**src/rtl/sd_cmd_pkg.sv**
```systemverilog
// Shared types and constants for the SD CMD-line transaction controller.
package sd_cmd_pkg;

    localparam int CMD_W  = 40;
    localparam int RESP_W = 136;

    localparam logic START_BIT    = 1'b0;
    localparam logic TRANSMIT_BIT = 1'b1;

    typedef enum logic [2:0] {
        IDLE,
        SETUP,
        WAIT_ACK,
        WAIT_RESP,
        ACK,
        DONE
    } state_t;

    function automatic logic [CMD_W-1:0] build_frame(input logic [5:0]  index,
                                                     input logic [31:0] argument);
        return {START_BIT, TRANSMIT_BIT, index, argument};
    endfunction

endpackage

```
**src/rtl/sd_cmd_controller_if.sv**
```systemverilog
// Host/PHY signal bundle for sd_cmd_controller; dbg_state exposes the FSM state.
// Handshake: strobe_out stays high until ack_in; ack_out stays high until strobe_in drops.
interface sd_cmd_controller_if;
    import sd_cmd_pkg::*;

    logic              new_command;
    logic [31:0]       cmd_argument;
    logic [5:0]        cmd_index;
    logic              TIMEOUT_ENABLE;
    logic              TIMEOUT;
    logic              serial_ready;
    logic              ack_in;
    logic              strobe_in;
    logic [RESP_W-1:0] cmd_in;
    logic              idle_out;
    logic              strobe_out;
    logic              ack_out;
    logic [CMD_W-1:0]  cmd_out;
    logic [RESP_W-1:0] response;
    logic              command_complete;
    logic              timeout_error;
    logic              index_error;
    state_t            dbg_state;

    modport master (
        input  new_command, cmd_argument, cmd_index, TIMEOUT_ENABLE, TIMEOUT,
               serial_ready, ack_in, strobe_in, cmd_in,
        output idle_out, strobe_out, ack_out, cmd_out, response,
               command_complete, timeout_error, index_error, dbg_state
    );

    modport slave (
        output new_command, cmd_argument, cmd_index, TIMEOUT_ENABLE, TIMEOUT,
               serial_ready, ack_in, strobe_in, cmd_in,
        input  idle_out, strobe_out, ack_out, cmd_out, response,
               command_complete, timeout_error, index_error, dbg_state
    );

endinterface

```
**src/rtl/sd_cmd_controller.sv**
```systemverilog
// SD CMD-line transaction controller: issues a 40-bit frame, collects the response.
// Define CMD_INDEX_CHECK_EN to compare the response index against the issued index.
module sd_cmd_controller
    import sd_cmd_pkg::*;
(
    input logic                 clock,
    input logic                 reset,
    sd_cmd_controller_if.master bus
);

    state_t            state_q, state_d;
    logic [CMD_W-1:0]  cmd_q, cmd_d;
    logic [RESP_W-1:0] resp_q, resp_d;
    logic              complete_q, complete_d;
    logic              timeout_err_q, timeout_err_d;
    logic              timeout_hit;
`ifdef CMD_INDEX_CHECK_EN
    logic              index_err_q, index_err_d;
`endif

    always_ff @(posedge clock) begin
        if (reset) begin
            state_q       <= IDLE;
            cmd_q         <= '0;
            resp_q        <= '0;
            complete_q    <= 1'b0;
            timeout_err_q <= 1'b0;
        end else begin
            state_q       <= state_d;
            cmd_q         <= cmd_d;
            resp_q        <= resp_d;
            complete_q    <= complete_d;
            timeout_err_q <= timeout_err_d;
        end
    end

`ifdef CMD_INDEX_CHECK_EN
    always_ff @(posedge clock) begin
        if (reset) index_err_q <= 1'b0;
        else       index_err_q <= index_err_d;
    end
`endif

    always_comb begin
        state_d       = state_q;
        cmd_d         = cmd_q;
        resp_d        = resp_q;
        complete_d    = 1'b0;
        timeout_err_d = timeout_err_q;
`ifdef CMD_INDEX_CHECK_EN
        index_err_d   = index_err_q;
`endif
        timeout_hit   = bus.TIMEOUT_ENABLE && bus.TIMEOUT;

        case (state_q)
            IDLE: begin
                if (bus.new_command) begin
                    cmd_d         = build_frame(bus.cmd_index, bus.cmd_argument);
                    timeout_err_d = 1'b0;
`ifdef CMD_INDEX_CHECK_EN
                    index_err_d   = 1'b0;
`endif
                    state_d       = SETUP;
                end
            end
            SETUP: begin
                if (bus.serial_ready) state_d = WAIT_ACK;
            end
            WAIT_ACK: begin
                if (timeout_hit) begin
                    timeout_err_d = 1'b1;
                    complete_d    = 1'b1;
                    state_d       = DONE;
                end else if (bus.ack_in) begin
                    state_d = WAIT_RESP;
                end
            end
            WAIT_RESP: begin
                // A response arriving with TIMEOUT is still a valid response.
                if (bus.strobe_in) begin
                    resp_d  = bus.cmd_in;
`ifdef CMD_INDEX_CHECK_EN
                    index_err_d = (bus.cmd_in[45:40] != cmd_q[37:32]);
`endif
                    state_d = ACK;
                end else if (timeout_hit) begin
                    timeout_err_d = 1'b1;
                    complete_d    = 1'b1;
                    state_d       = DONE;
                end
            end
            ACK: begin
                if (!bus.strobe_in) begin
                    complete_d = 1'b1;
                    state_d    = DONE;
                end
            end
            DONE: begin
                if (!bus.new_command) state_d = IDLE;
            end
            default: state_d = IDLE;
        endcase
    end

    assign bus.idle_out         = (state_q == IDLE);
    assign bus.strobe_out       = (state_q == WAIT_ACK);
    assign bus.ack_out          = (state_q == ACK);
    assign bus.cmd_out          = cmd_q;
    assign bus.response         = resp_q;
    assign bus.command_complete = complete_q;
    assign bus.timeout_error    = timeout_err_q;
    assign bus.dbg_state        = state_q;
`ifdef CMD_INDEX_CHECK_EN
    assign bus.index_error      = index_err_q;
`else
    assign bus.index_error      = 1'b0;
`endif

endmodule

```
**src/flat_wrapper.sv**
```systemverilog
// flat-port wrapper written by rule: the top's interface ports become plain ports
module sd_cmd_controller_flat import sd_cmd_pkg::*;
  (clock, reset, bus_new_command, bus_cmd_argument, bus_cmd_index, bus_TIMEOUT_ENABLE, bus_TIMEOUT, bus_serial_ready, bus_ack_in, bus_strobe_in, bus_cmd_in, bus_idle_out, bus_strobe_out, bus_ack_out, bus_cmd_out, bus_response, bus_command_complete, bus_timeout_error, bus_index_error, bus_dbg_state);
  sd_cmd_controller_if bus_i ();
  input logic clock;
  input logic reset;
  input wire logic [$bits(bus_i.new_command)-1:0] bus_new_command;
  input wire logic [$bits(bus_i.cmd_argument)-1:0] bus_cmd_argument;
  input wire logic [$bits(bus_i.cmd_index)-1:0] bus_cmd_index;
  input wire logic [$bits(bus_i.TIMEOUT_ENABLE)-1:0] bus_TIMEOUT_ENABLE;
  input wire logic [$bits(bus_i.TIMEOUT)-1:0] bus_TIMEOUT;
  input wire logic [$bits(bus_i.serial_ready)-1:0] bus_serial_ready;
  input wire logic [$bits(bus_i.ack_in)-1:0] bus_ack_in;
  input wire logic [$bits(bus_i.strobe_in)-1:0] bus_strobe_in;
  input wire logic [$bits(bus_i.cmd_in)-1:0] bus_cmd_in;
  output wire logic [$bits(bus_i.idle_out)-1:0] bus_idle_out;
  output wire logic [$bits(bus_i.strobe_out)-1:0] bus_strobe_out;
  output wire logic [$bits(bus_i.ack_out)-1:0] bus_ack_out;
  output wire logic [$bits(bus_i.cmd_out)-1:0] bus_cmd_out;
  output wire logic [$bits(bus_i.response)-1:0] bus_response;
  output wire logic [$bits(bus_i.command_complete)-1:0] bus_command_complete;
  output wire logic [$bits(bus_i.timeout_error)-1:0] bus_timeout_error;
  output wire logic [$bits(bus_i.index_error)-1:0] bus_index_error;
  output wire logic [$bits(bus_i.dbg_state)-1:0] bus_dbg_state;
  assign bus_i.new_command = bus_new_command;
  assign bus_i.cmd_argument = bus_cmd_argument;
  assign bus_i.cmd_index = bus_cmd_index;
  assign bus_i.TIMEOUT_ENABLE = bus_TIMEOUT_ENABLE;
  assign bus_i.TIMEOUT = bus_TIMEOUT;
  assign bus_i.serial_ready = bus_serial_ready;
  assign bus_i.ack_in = bus_ack_in;
  assign bus_i.strobe_in = bus_strobe_in;
  assign bus_i.cmd_in = bus_cmd_in;
  assign bus_idle_out = bus_i.idle_out;
  assign bus_strobe_out = bus_i.strobe_out;
  assign bus_ack_out = bus_i.ack_out;
  assign bus_cmd_out = bus_i.cmd_out;
  assign bus_response = bus_i.response;
  assign bus_command_complete = bus_i.command_complete;
  assign bus_timeout_error = bus_i.timeout_error;
  assign bus_index_error = bus_i.index_error;
  assign bus_dbg_state = bus_i.dbg_state;
  sd_cmd_controller u_core (.clock(clock), .reset(reset), .bus(bus_i));
endmodule
```
**config.mk**
```make
export PLATFORM = sky130hd
export DESIGN_NAME = sd_cmd_controller_flat
export DESIGN_NICKNAME = d
export VERILOG_FILES = /design/src/rtl/sd_cmd_pkg.sv /design/src/rtl/sd_cmd_controller_if.sv /design/src/rtl/sd_cmd_controller.sv /design/src/flat_wrapper.sv
export SDC_FILE = /design/constraint.sdc
export NUM_CORES = 1
export LEC_CHECK = 0
export CAP_MARGIN = 10
export CORE_ASPECT_RATIO = 0.9
export CORE_UTILIZATION = 30
export CTS_BUF_LIST = sky130_fd_sc_hd__clkbuf_16
export DETAILED_ROUTE_END_ITERATION = 8
export PLACE_DENSITY = 0.64
export SKIP_LAST_GASP = 1
export SLEW_MARGIN = 20
export SYNTH_ARGS = -nofsm -noshare
export SYNTH_HDL_FRONTEND = slang
export SYNTH_SLANG_ARGS = --single-unit
```
**constraint.sdc**
```tcl
create_clock -name clock -period 2 [get_ports clock]
set_clock_uncertainty 0.05 [all_clocks]
set_input_delay 0.4 -clock clock [delete_from_list [all_inputs] [get_ports clock]]
set_output_delay 0.4 -clock clock [all_outputs]
set_load 0.1 [all_outputs]
```
==> out/summary.md <==
- number of iterations in the first detailed-routing pass: 4
- starting density of the core: 30.5%
- area of the die: 22600 um2
- DRC Markers: 0
- root cell of the clock tree: clkbuf_16
- initial antenna violation count: 0
- relative contribution of combinational cells to total power: 39.5%
- Worst-Skew Late Latency: 0.41 ns
- final design instance area without fill: 10800 um2
- GRT overflow: 0
- maximum number of pins on one net before global-route repair: 46
- worst setup slack before clock tree synthesis: 0.134 ns
- share of power burned in registers: 34.3%
- cell at the slowest stage of the critical path: dfxtp_4
- clock buffer count from CTS: 17
- post-synthesis sequential area ratio: 54.5%
- Crit path buffers/inverters: 1
- remaining number of nets flagged by the antenna check after routing: 0
- total global-route track usage: 17.7%
- count of final setup violators: 0
- number of levels in the clock H-tree: 4
- CP top delay family: flip-flops
- Final Worst Setup Slack: 0.145 ns
- Final Net Count: 1342
- M1 GR Usage: 20.9%
- Global Route met3 Usage: 7.44%
- maximum ir drop on the vdd rail: 0.560 mV
- fraction of final layout cells with drive strength greater than 1: 24.8%
- standard cell core area: 21600 um2
- routed wire length per instance: 14.4 um
- type of destination of the critical path: output pin
- worst flop-to-flop path startpoint: u_core.bus.dbg_state[2]
- number of sinks handled by clock tree synthesis: 180
- number of primary I/O pins: 367
- switching share of total power: 43.8%
- final critical-path share of the clock period: 92.7%
- number of buffers added on ports: 364
- internal power component: 6.88 mW
- clock network power share: 26.2%
- number of rows in the core area: 51
- total of hold buffers inserted after clock tree synthesis: 0
- first-pass GRT wire length: 31100 um
- end of the worst register-to-register path: u_core.bus.cmd_out[1]
- via count of the first global-routing pass: 5946
- CP max FO: 14
- post-synthesis to final-layout area growth: 63.3%
- Crit path required time: 1.55 ns
- run status: finished clean
- type of origin of the critical path: flip-flop
- Hold Vio Cnt, Final: 0
- Sw Pwr: 5.36 mW
- proportion of synthesized flip-flops having asynchronous set or reset: 0%
- upper clock frequency limit: 0.539 GHz
- Power Dens Cells: 1130 nW/um2
- startpoint of the most critical setup path: u_core.bus.dbg_state[2]
- post-detailed-placement cell area: 10200 um2
- count of cell instances traversed by the critical path: 2
- syn avg cell area: 8.11 um2
- RSZ-0062 raised after global routing: no
- average via count per standard cell: 4.43
- Yosys reg bits: 180
- Worst R2R Path Depth: 5
- number of DRC violations after detailed-routing iteration 0: 351
- antenna fix cells: 0
- Critical path destination: bus_ack_out
- fill cell count: 2090
- reported max-cap violation count: 0
- Min Hold Slack: 0.332 ns
- maximum count of clock buffers along a single path: 2
- clock edge transition at the registers on the reported setup and hold paths: 0.07 ns
- number of gates resized after CTS: 0
- area of the mapped netlist: 6610 um2
- Placer Congestion: 0.771
- placed wire-length estimate: 14900 um
- die outline width: 158 um
- worst endpoint data arrival time: 1.40 ns
- fraction of met2 tracks used by global routing: 29.6%
- post-synthesis instance total: 815
- register-to-register setup slack: 0.45 ns
- Hold/Removal Path Class: in -> reg
- number of buffers inserted by post-CTS setup repair: 0
- gr busiest metal: met2
- number of vias in the routed layout: 6491
- Critical Setup Path Class: reg -> out
- number of unique standard cell types used by synthesis: 32
- static leakage: 4.15 nW
- number of warnings issued by yosys: 0
- Main synth FF type: dfxtp_1
- final core utilization: 49.9%
- max-slew violation count: 0
- cell chain of the critical path: nor3b_4 > buf_12
- Post-synth EDFFs: 0
- overall die height: 143 um
- CTS tree: done
- total power after layout: 12.2 mW
- fin crit period: 1.85 ns
- WL final: 21000 um
- slowest stage delay, CP: 0.49 ns
final cells by class:
cell class | instances | area, um2 | share of cell area [%]
Tap cell | 291 | 364 | 3.37
Clock buffer | 17 | 425 | 3.94
Sequential cell | 180 | 3610 | 33.5
Inverter | 4 | 15.0 | 0.139
Clock inverter | 15 | 124 | 1.15
Multi-Input combinational cell | 567 | 2640 | 24.5
Timing Repair Buffer | 390 | 3610 | 33.4
cell usage in the layout, fill, tap and decap left out, types with 2 or more instances in the layout:
cell type        Yosys  final
nor3_1               4      2
o21ai_0              2      2
nor3_4               0      3
nand2_1            355    355
dfxtp_1            180    177
clkbuf_16            0     17
buf_12               0     18
inv_1                3      5
clkinvlp_4           0      2
clkinv_4             0      2
conb_1               1      2
inv_6                0      4
a21oi_1            137    137
inv_8                0      4
buf_4                7    191
nor2_1               7      7
clkdlybuf4s50_1      0    180
a21oi_2             40     40
a211oi_1             2      2
dfxtp_4              0      3
flip-flops by register name, summed over array words and instances, names as in the netlist:
register                     count
u_core.bus.cmd_out              39
u_core.bus.response            136
u_core.bus.command_complete      1
u_core.bus.timeout_error         1
u_core.bus.dbg_state             3
how the worst min path moves through the flow:
stage,start,end,slack (ns),cells past startpoint
floorplan,bus_cmd_argument[0],u_core.bus.cmd_out[0],0.49,2
global placement,u_core.bus.cmd_out[24],u_core.bus.cmd_out[24],0.39,2
detailed placement,u_core.bus.cmd_out[36],u_core.bus.cmd_out[36],0.39,2
CTS,reset,u_core.bus.response[67],0.32,2
global route,reset,u_core.bus.response[71],0.34,2
finish,reset,u_core.bus.dbg_state[2],0.33,2
worst register-to-register path, delay by kind of cell, from the launching register on:
kind / cells / cell delay [ns]
AO/OA/AOI/OAI: 1 / 0.13
buffers and inverters: 1 / 0.22
AND/OR/NAND/NOR: 3 / 0.65
flip-flops: 1 / 0.42
layer usage:
metal / vias to the layer above / wire, um
met2: 225 / 10000
met3: 13 / 2090
met1: 2946 / 8730
li1: 3307 / -
met4: 0 / 190
met5: - / 0
cell families after synthesis:
family,synth area share [%]
other,0.0568
flip-flops,54.5
AO/OA/AOI/OAI,16.8
AND/OR/NAND/NOR,22.3
buffers and inverters,6.27
Yosys cell counts (all sizes together), types with 2 or more instances:
| library cell | instances | area share [%] |
|---|---|---|
| nor3 | 6 | 0.61 |
| clkbuf | 20 | 1.1 |
| nor2 | 7 | 0.40 |
| a211oi | 2 | 0.23 |
| inv | 4 | 0.23 |
| nor2b | 2 | 0.30 |
| o21ai | 2 | 0.15 |
| nand2 | 356 | 20 |
| nand3 | 2 | 0.23 |
| buf | 45 | 4.9 |
| a21oi | 177 | 16 |
| dfxtp | 180 | 55 |
power by group through the flow:
stage / registers, mW / clock network [mW] / logic [mW]
5_1_grt: 4.24 / 3.46 / 5.05
6_report: 4.20 / 3.20 / 4.83
3_3_place_gp: 4.27 / 0 / 4.86
3_5_place_dp: 4.28 / 0 / 4.86
2_1_floorplan: 6.45 / 0 / 1.38
4_1_cts: 4.20 / 3.32 / 4.86
metrics by stage:
step / TNS (ns) / instances
2_1_floorplan: -8.17 / 816
3_3_place_gp: 0 / 1432
3_5_place_dp: 0 / 1432
4_1_cts: 0 / 1464
5_1_grt: 0 / 1464
6_report: 0 / 1464
No activity file was read; power rests on OpenSTA's default activity.
